===== src/rtl/mdio_slave_rx.sv =====
// Clause-22 MDIO frame slave: preamble hunt, ST/OP/PHYAD/REGAD decode,
// register write strobe or read fetch with serialised turnaround and data.
module mdio_slave_rx #(
  parameter logic [4:0] PHY_ADDR  = 5'd1,
  parameter int         NUM_PORTS = 1,
  parameter int         PRE_LEN   = 32,
  parameter bit         BCAST_EN  = 1'b0,
  localparam int        PW        = (NUM_PORTS > 1) ? $clog2(NUM_PORTS) : 1
) (
  input  logic          mdc,
  input  logic          reset,
  input  logic          mdio_in,
  output logic          mdio_out,
  output logic          mdio_oe,
  output logic [PW-1:0] port,
  output logic [4:0]    addr,
  output logic [15:0]   wr_data,
  output logic          wr_stb,
  output logic          rd_stb,
  input  logic [15:0]   rd_data,
  output logic          mdio_done,
  output logic          frame_err
);

  localparam int             CW      = $clog2(PRE_LEN + 1);
  localparam logic [CW-1:0]  PRE_MAX = CW'(PRE_LEN);
  localparam logic [5:0]     ADDR_LO = {1'b0, PHY_ADDR};
  localparam logic [5:0]     ADDR_HI = 6'(int'(PHY_ADDR) + NUM_PORTS - 1);

  typedef enum logic [2:0] {
    S_PRE, S_ST, S_OP, S_PHYAD, S_REGAD, S_TA, S_DATA, S_SKIP
  } state_t;

  state_t          state_q, state_d;
  logic [4:0]      k_q, k_d;
  logic [CW-1:0]   pre_cnt_q, pre_cnt_d;
  logic            op_hi_q, op_hi_d;
  logic            rd_q, rd_d;
  logic [4:0]      addr_sh_q, addr_sh_d;
  logic [PW-1:0]   port_pend_q, port_pend_d;
  logic [PW-1:0]   port_q, port_d;
  logic [4:0]      addr_q, addr_d;
  logic [15:0]     data_sh_q, data_sh_d;
  logic [15:0]     wr_data_q, wr_data_d;
  logic            wr_stb_q, wr_stb_d;
  logic            rd_stb_q, rd_stb_d;
  logic            done_q, done_d;
  logic            err_q, err_d;
  logic            out_q, out_d;
  logic            oe_q, oe_d;

  logic [4:0]      phyad_w;
  logic            in_range_w;
  logic            bcast_w;
  logic            accept_w;

  always_comb begin
    phyad_w    = {addr_sh_q[3:0], mdio_in};
    in_range_w = ({1'b0, phyad_w} >= ADDR_LO) && ({1'b0, phyad_w} <= ADDR_HI);
    // With broadcast enabled, PHYAD 0 is reserved for broadcast writes only.
    bcast_w    = BCAST_EN && (phyad_w == 5'd0) && !rd_q;
    accept_w   = bcast_w ||
                 (in_range_w && !(BCAST_EN && (phyad_w == 5'd0) && rd_q));
  end

  always_comb begin
    state_d     = state_q;
    k_d         = k_q + 5'd1;
    pre_cnt_d   = pre_cnt_q;
    op_hi_d     = op_hi_q;
    rd_d        = rd_q;
    addr_sh_d   = addr_sh_q;
    port_pend_d = port_pend_q;
    port_d      = port_q;
    addr_d      = addr_q;
    data_sh_d   = data_sh_q;
    wr_data_d   = wr_data_q;
    wr_stb_d    = 1'b0;
    rd_stb_d    = 1'b0;
    done_d      = 1'b0;
    err_d       = 1'b0;
    out_d       = out_q;
    oe_d        = oe_q;

    case (state_q)
      S_PRE: begin
        k_d = 5'd0;
        if (mdio_in) begin
          if (pre_cnt_q != PRE_MAX) pre_cnt_d = pre_cnt_q + 1'b1;
        end else if (pre_cnt_q == PRE_MAX) begin
          // This 0 is ST bit 0; the next sampled bit is k=1.
          state_d   = S_ST;
          k_d       = 5'd1;
          pre_cnt_d = '0;
        end else begin
          pre_cnt_d = '0;
        end
      end

      S_ST: begin
        if (mdio_in) begin
          state_d = S_OP;
        end else begin
          err_d     = 1'b1;
          state_d   = S_PRE;
          pre_cnt_d = '0;
        end
      end

      S_OP: begin
        if (k_q == 5'd2) begin
          op_hi_d = mdio_in;
        end else if (op_hi_q != mdio_in) begin
          rd_d    = op_hi_q;
          state_d = S_PHYAD;
        end else begin
          err_d     = 1'b1;
          state_d   = S_PRE;
          pre_cnt_d = '0;
        end
      end

      S_PHYAD: begin
        addr_sh_d = phyad_w;
        if (k_q == 5'd8) begin
          if (accept_w) begin
            state_d     = S_REGAD;
            port_pend_d = bcast_w ? '0 : PW'(phyad_w - PHY_ADDR);
          end else begin
            state_d = S_SKIP;
          end
        end
      end

      S_REGAD: begin
        addr_sh_d = phyad_w;
        if (k_q == 5'd13) begin
          addr_d   = phyad_w;
          port_d   = port_pend_q;
          rd_stb_d = rd_q;
          state_d  = S_TA;
        end
      end

      S_TA: begin
        if (k_q == 5'd14) begin
          if (rd_q) begin
            data_sh_d = rd_data;
            oe_d      = 1'b1;
            out_d     = 1'b0;
          end
        end else begin
          if (rd_q) begin
            out_d     = data_sh_q[15];
            data_sh_d = {data_sh_q[14:0], 1'b0};
          end
          state_d = S_DATA;
        end
      end

      S_DATA: begin
        if (rd_q) begin
          out_d     = data_sh_q[15];
          data_sh_d = {data_sh_q[14:0], 1'b0};
        end else begin
          data_sh_d = {data_sh_q[14:0], mdio_in};
        end
        if (k_q == 5'd31) begin
          if (rd_q) begin
            oe_d  = 1'b0;
            out_d = 1'b0;
          end else begin
            wr_data_d = {data_sh_q[14:0], mdio_in};
            wr_stb_d  = 1'b1;
          end
          done_d    = 1'b1;
          state_d   = S_PRE;
          pre_cnt_d = '0;
        end
      end

      S_SKIP: begin
        if (k_q == 5'd31) begin
          state_d   = S_PRE;
          pre_cnt_d = '0;
        end
      end

      default: begin
        state_d   = S_PRE;
        pre_cnt_d = '0;
      end
    endcase
  end

  always_ff @(posedge mdc or posedge reset) begin
    if (reset) begin
      state_q     <= S_PRE;
      k_q         <= '0;
      pre_cnt_q   <= '0;
      op_hi_q     <= 1'b0;
      rd_q        <= 1'b0;
      addr_sh_q   <= '0;
      port_pend_q <= '0;
      port_q      <= '0;
      addr_q      <= '0;
      data_sh_q   <= '0;
      wr_data_q   <= '0;
      wr_stb_q    <= 1'b0;
      rd_stb_q    <= 1'b0;
      done_q      <= 1'b0;
      err_q       <= 1'b0;
      out_q       <= 1'b0;
      oe_q        <= 1'b0;
    end else begin
      state_q     <= state_d;
      k_q         <= k_d;
      pre_cnt_q   <= pre_cnt_d;
      op_hi_q     <= op_hi_d;
      rd_q        <= rd_d;
      addr_sh_q   <= addr_sh_d;
      port_pend_q <= port_pend_d;
      port_q      <= port_d;
      addr_q      <= addr_d;
      data_sh_q   <= data_sh_d;
      wr_data_q   <= wr_data_d;
      wr_stb_q    <= wr_stb_d;
      rd_stb_q    <= rd_stb_d;
      done_q      <= done_d;
      err_q       <= err_d;
      out_q       <= out_d;
      oe_q        <= oe_d;
    end
  end

  assign mdio_out  = out_q;
  assign mdio_oe   = oe_q;
  assign port      = port_q;
  assign addr      = addr_q;
  assign wr_data   = wr_data_q;
  assign wr_stb    = wr_stb_q;
  assign rd_stb    = rd_stb_q;
  assign mdio_done = done_q;
  assign frame_err = err_q;

endmodule


===== config.mk =====
export PLATFORM = sky130hd
export DESIGN_NAME = mdio_slave_rx
export DESIGN_NICKNAME = d
export VERILOG_FILES = /design/src/rtl/mdio_slave_rx.sv
export SDC_FILE = /design/constraint.sdc
export NUM_CORES = 1
export LEC_CHECK = 0
export ABC_AREA = 1
export CORE_MARGIN = 8
export CORE_UTILIZATION = 45
export CTS_CLUSTER_SIZE = 20
export DETAILED_ROUTE_END_ITERATION = 6
export GPL_TIMING_DRIVEN = 0
export PLACE_DENSITY = 0.68
export SYNTH_ARGS = -nofsm -noshare
export SYNTH_HDL_FRONTEND = slang
export SYNTH_SLANG_ARGS = --single-unit

===== constraint.sdc =====
create_clock -name mdc -period 3.1 [get_ports mdc]
set_input_delay 0.93 -clock mdc [delete_from_list [all_inputs] [get_ports mdc]]
set_output_delay 0.93 -clock mdc [all_outputs]
set_load 0.01 [all_outputs]

# Yosys cells after proc, flatten, opt, wreduce, memory -nomap -nowiden
# Index checks and enable logic that the tools add are counted.
[op_classes]
n_addsub = 3
order_cmp = 2
n_eq_ne = 30
n_mux = 47
n_bitwise = 2
reduce_logical = 16
[ops]
columns = ["operator", "count"]
rows = [
  ["2-to-1 mux 16 bit", 3],
  ["2-to-1 mux 6 bit", 6],
  ["one-hot mux 16 bit (2 select lines)", 1],
  ["!= test 2 bit, second input constant", 12],
  ["one-hot mux 6 bit (4 select lines)", 1],
  ["2-to-1 mux 1 bit", 21],
  ["2-to-1 mux 3 bit", 7],
  ["one-hot mux 3 bit (7 select lines)", 1],
  ["equality test 5 x 4 -> 1 bit, second input constant", 3],
  ["equality test 3 bit, second input constant", 4],
  ["AND reduction 3 bit", 3],
  ["AND reduction 2 bit", 4],
  ["AND reduction 7 bit", 1],
  ["adder 6 x 1 -> 6 bit, second input constant", 1],
  ["equality test 3 x 2 -> 1 bit, second input constant", 2],
  ["equality test 6 bit, second input constant", 1],
  ["2-to-1 mux 2 bit", 3],
  ["!= test 3 bit, second input constant", 2],
  ["!= test 6 bit, second input constant", 1],
  ["one-hot mux 1 bit (2 select lines)", 3],
  ["AND reduction 6 bit", 1],
  ["adder 5 x 1 -> 5 bit, second input constant", 1],
  ["equality test 5 x 2 -> 1 bit, second input constant", 1],
  ["equality test 5 bit, second input constant", 1],
  ["14 further kinds", 16],
]
[totals]
register_bits = 65
out_inout_bits = 28
wordCells = 117

# Depth between registers and ports, before layout
[depth]
word_depth = 5
ltp_mapped = 11

# Worst setup path before layout
# OpenSTA, ideal clock, no wires.
[synth_path]
path_kind = "input-to-reg"
from = "input mdio_in"
to = "register pre_cnt_q[5]"
setup_time_ps = 117
arrival_time_ps = 1826
required_ps = 2983
path_slack_ps = 1157
path_stages = 10
path_cell_list = "buf_2 -> inv_1 -> nand2_1 -> nand2_1 -> nand2_1 -> nand2_1 -> nor2_4 -> nand2_2 -> nand2_1 -> nand2_1"
[synth_via]
elab_chain_len = 3
elab_cells_between_ends = 7
[synth_rtl]
columns = ["element", "line", "text"]
rows = [
  ["from (decl)", "12", "input logic mdio_in,"],
  ["!= test 1 bit", "113", "end else if (op_hi_q != mdio_in) begin"],
  ["!= test 2 bit (no source line)", "--", ""],
  ["AND reduction 6 bit (no source line)", "--", ""],
  ["to (signal assigned)", "218", "pre_cnt_q <= pre_cnt_d;"],
  ["to (decl)", "36", "logic [CW-1:0] pre_cnt_q, pre_cnt_d;"],
]
# Several ways; a longest one is shown, not always the timed one.
# A chain may end at the register's enable or synchronous reset.

# Final worst setup path
[layout_path]
from = "register out_q, in the netlist mdio_out"
to = "output mdio_out"
[layout_rtl]
columns = ["element", "line", "text"]
rows = [
  ["from (decl)", "49", "logic out_q, out_d;"],
  ["from (signal assigned)", "231", "out_q <= out_d;"],
  ["to (decl)", "13", "output logic mdio_out,"],
]
# No word-level cell between the ends.

==> impl_metrics.env <==
export IMPL_crit_buf_inv=1
export IMPL_cts_buffers=9
export IMPL_cp_required_ps=2170
export IMPL_cts_max_level=3
export IMPL_rrSetupSlack_ps=1260
export IMPL_power_frac_comb_pct=3.9
export IMPL_drive_gt1_share_pct=11.9
export IMPL_syn2layout_area_growth_pct=24.5
export IMPL_cap_violations=0
export IMPL_min_period_ps=2200
export IMPL_p_sw_uw=338
export IMPL_crit_path_end_kind="output port"
export IMPL_grt_max_degree=41
export IMPL_antenna_found_initial=0
export IMPL_first_pass_iters=4
export IMPL_path_depth=1
export IMPL_pwr_share_clk_pct=43.5
export IMPL_yosys_most_used_dff="dfrtp_1"
export IMPL_cts_tree="yes"
export IMPL_hold_class="reg2reg"
export IMPL_synth_most_common_cell="nand2_1"
export IMPL_clock_path_buffers=2
export IMPL_hold_viol_final=0
export IMPL_p_int_mw=1.29
export IMPL_routedWlPerCell_um=13.1
export IMPL_final_util_pct=56.5
export IMPL_vias=2666
export IMPL_fillers=657
export IMPL_diodes=0
export IMPL_track_usage_pct=15.6
export IMPL_async_flop_share_pct=100
export IMPL_rsz0062_at_grt="false"
export IMPL_yosysTopAreaCell="dfrtp_1"
export IMPL_drt_wl_total_um=7140
export IMPL_critPathLaunchType="flop"
export IMPL_finalPower_mw=1.63
export IMPL_die_w_um=101
export IMPL_cts_resized=0
export IMPL_cts_sinks=65
export IMPL_ant_nets=0
export IMPL_drtIter0Drc=122
export IMPL_seq_area_um2=1630
export IMPL_initial_utilization_pct=45.4
export IMPL_timing_fmax_ghz=0.455
export IMPL_post_cts_setup_buffers=0
export IMPL_syn_inst=384
export IMPL_clkLatencyLatePin_ps=330
export IMPL_ys_seq_area_share_pct=50.4
export IMPL_hold_slack_ps=480
export IMPL_crit_start="mdio_out"
export IMPL_core_region_area_um2=7100
export IMPL_leakage_nw=1.93
export IMPL_die_area_um2=10100
export IMPL_cts_hold_fix_buffers=0
export IMPL_worst_pin_slew_ps=853
export IMPL_synth_edf_count=0
export IMPL_rr_worst_depth=11
export IMPL_powerDensity_nw_per_um2=405
export IMPL_cts_clk_slew_worst_paths_ps=70
export IMPL_grt_pass1_vias=2676
export IMPL_multi_input_area_um2=1330
export IMPL_r2r_start="k_q[0]"
export IMPL_io_pins=47
export IMPL_criticalPathCategory="reg2out"
export IMPL_hpwl_um=5260
export IMPL_overflow=0
export IMPL_synth_commonest_cells="nand2_1 (95), dfrtp_1 (65), nor2_1 (43)"
export IMPL_syn_avg_cell_area_um2=8.40
export IMPL_worst_clock_skew_ps=7.07
export IMPL_crit_family="buffers and inverters"
export IMPL_slowest_stage="clkdlybuf4s50_1"
export IMPL_grt_pass1_wl_um=12500
export IMPL_yosys_area_top_type_share_pct=50.4
export IMPL_critPathMaxFanout=3
export IMPL_yosysWarningCount=0
export IMPL_timing_rr_end="pre_cnt_q[1]"
export IMPL_vdd_drop_max_mv=0.244
export IMPL_seqPwrFrac_pct=52.6
export IMPL_synth_seq_cells=65
export IMPL_place_port_buffers=45
export IMPL_cts_root_buf="clkbuf_8"
export IMPL_syn_area_um2=3220
export IMPL_num_rows=31
export IMPL_routed_via_density=4.90
export IMPL_ys_types=31
export IMPL_setup_worst_path_end="mdio_out"
export IMPL_status="completed"
export IMPL_crit_arrival_ps=1270
export IMPL_worstPathCellList="clkdlybuf4s50_1"
export IMPL_final_nets=467
export IMPL_p_sw_share_pct=20.8
export IMPL_drv_slew=0
export IMPL_setup_viol_count_final=0
export IMPL_netlist_top_cells_area="dfrtp_1 (50%), nand2_1 (11%), nor2_1 (5.0%)"
export IMPL_syn_nets=410
export IMPL_die_height_um=101
export IMPL_gp_congestion=0.953
export IMPL_min_period_over_period_pct=70.9
export IMPL_post_route_drc_count=0
export IMPL_cp_slowest_stage_delay_ps=550
export IMPL_relSlewSlack_pct=43.0
[area by class of cell]
| cell class | instances | area share (%) |
|---|---|---|
| inverters | 48 | 4.55 |
| plain buffers | 12 | 2.24 |
| multi-input cells | 259 | 33.0 |
| clock buffers | 12 | 3.87 |
| well taps | 99 | 3.09 |
| clock inverters | 3 | 0.998 |
| flip-flops and latches | 65 | 40.5 |
| repair buffers | 46 | 11.7 |
[worst min-delay path by stage]
| stage | cells after the start | end | startpoint |
|---|---|---|---|
| floorplan | 2 | addr_sh_q[1] | addr_sh_q[0] |
| global placement | 2 | addr_sh_q[2] | addr_sh_q[1] |
| detailed placement | 2 | addr[4] | addr[4] |
| CTS | 2 | addr[4] | addr[4] |
| global route | 2 | addr[2] | addr[2] |
| finish | 2 | addr[4] | addr[4] |
[registers in the layout, summed over array words and instances (netlist names)]
signal	count
pre_cnt_q	6
rd_stb	1
mdio_oe	1
op_hi_q	1
frame_err	1
state_q	3
port_pend_q	1
addr	5
mdio_out	1
rd_q	1
k_q	5
port	1
mdio_done	1
addr_sh_q	4
wr_data	16
wr_stb	1
data_sh_q	16
[cells by family after synthesis]
kind of cell               after synthesis  synth area share (%)
and+or+nand+nor                        179                  24.6
buffers and inverters                   60                  8.46
adders and majority gates                7                  2.72
AOI/OAI and AO/OA                       70                  13.0
DFF                                     65                  50.4
xor gates and xnor gates                 3                 0.815
[placed cells by master, fill, tap and decap left out, types with 6 or more instances in the layout]
cell              n
a21oi_1          20
clkbuf_8         11
clkdlybuf4s50_1  45
dfrtp_1          65
ha_1              7
inv_1            41
inv_2             6
nand2_1          95
nand3_1          20
nand4_1           6
nor2_1           43
o211ai_1         12
o21ai_0          24
o21ai_2           6
[power groups by stage]
stage | clock network [mW] | logic (mW) | registers [mW]
finish | 0.708 | 0.0630 | 0.857
floorplan | 0 | 0.0291 | 0.871
global placement | 0 | 0.0614 | 0.872
CTS | 0.733 | 0.0653 | 0.856
detailed placement | 0 | 0.0646 | 0.872
global route | 0.764 | 0.0734 | 0.856
[through the flow]
stage               area (µm²)  TNS (ps)  worst slack, ps  cells
floorplan                 3220         0              544    384
global route              4010         0              842    544
CTS                       4010         0              871    544
finish                    4010         0              903    544
global placement          3800    -40060             -619    528
detailed placement        3820         0              865    529
[metal layers]
layer  vias up  wire, µm  GRT usage (%)  part of all wire [%]
li1       1348         -              -                     -
met1      1243      3150           18.2                    44
met2        65      3450           26.3                    48
met3        10       449           4.63                   6.3
met4         0        82           5.58                   1.1
met5         -         0              0                     0
Power figures use the tool's default switching activity.
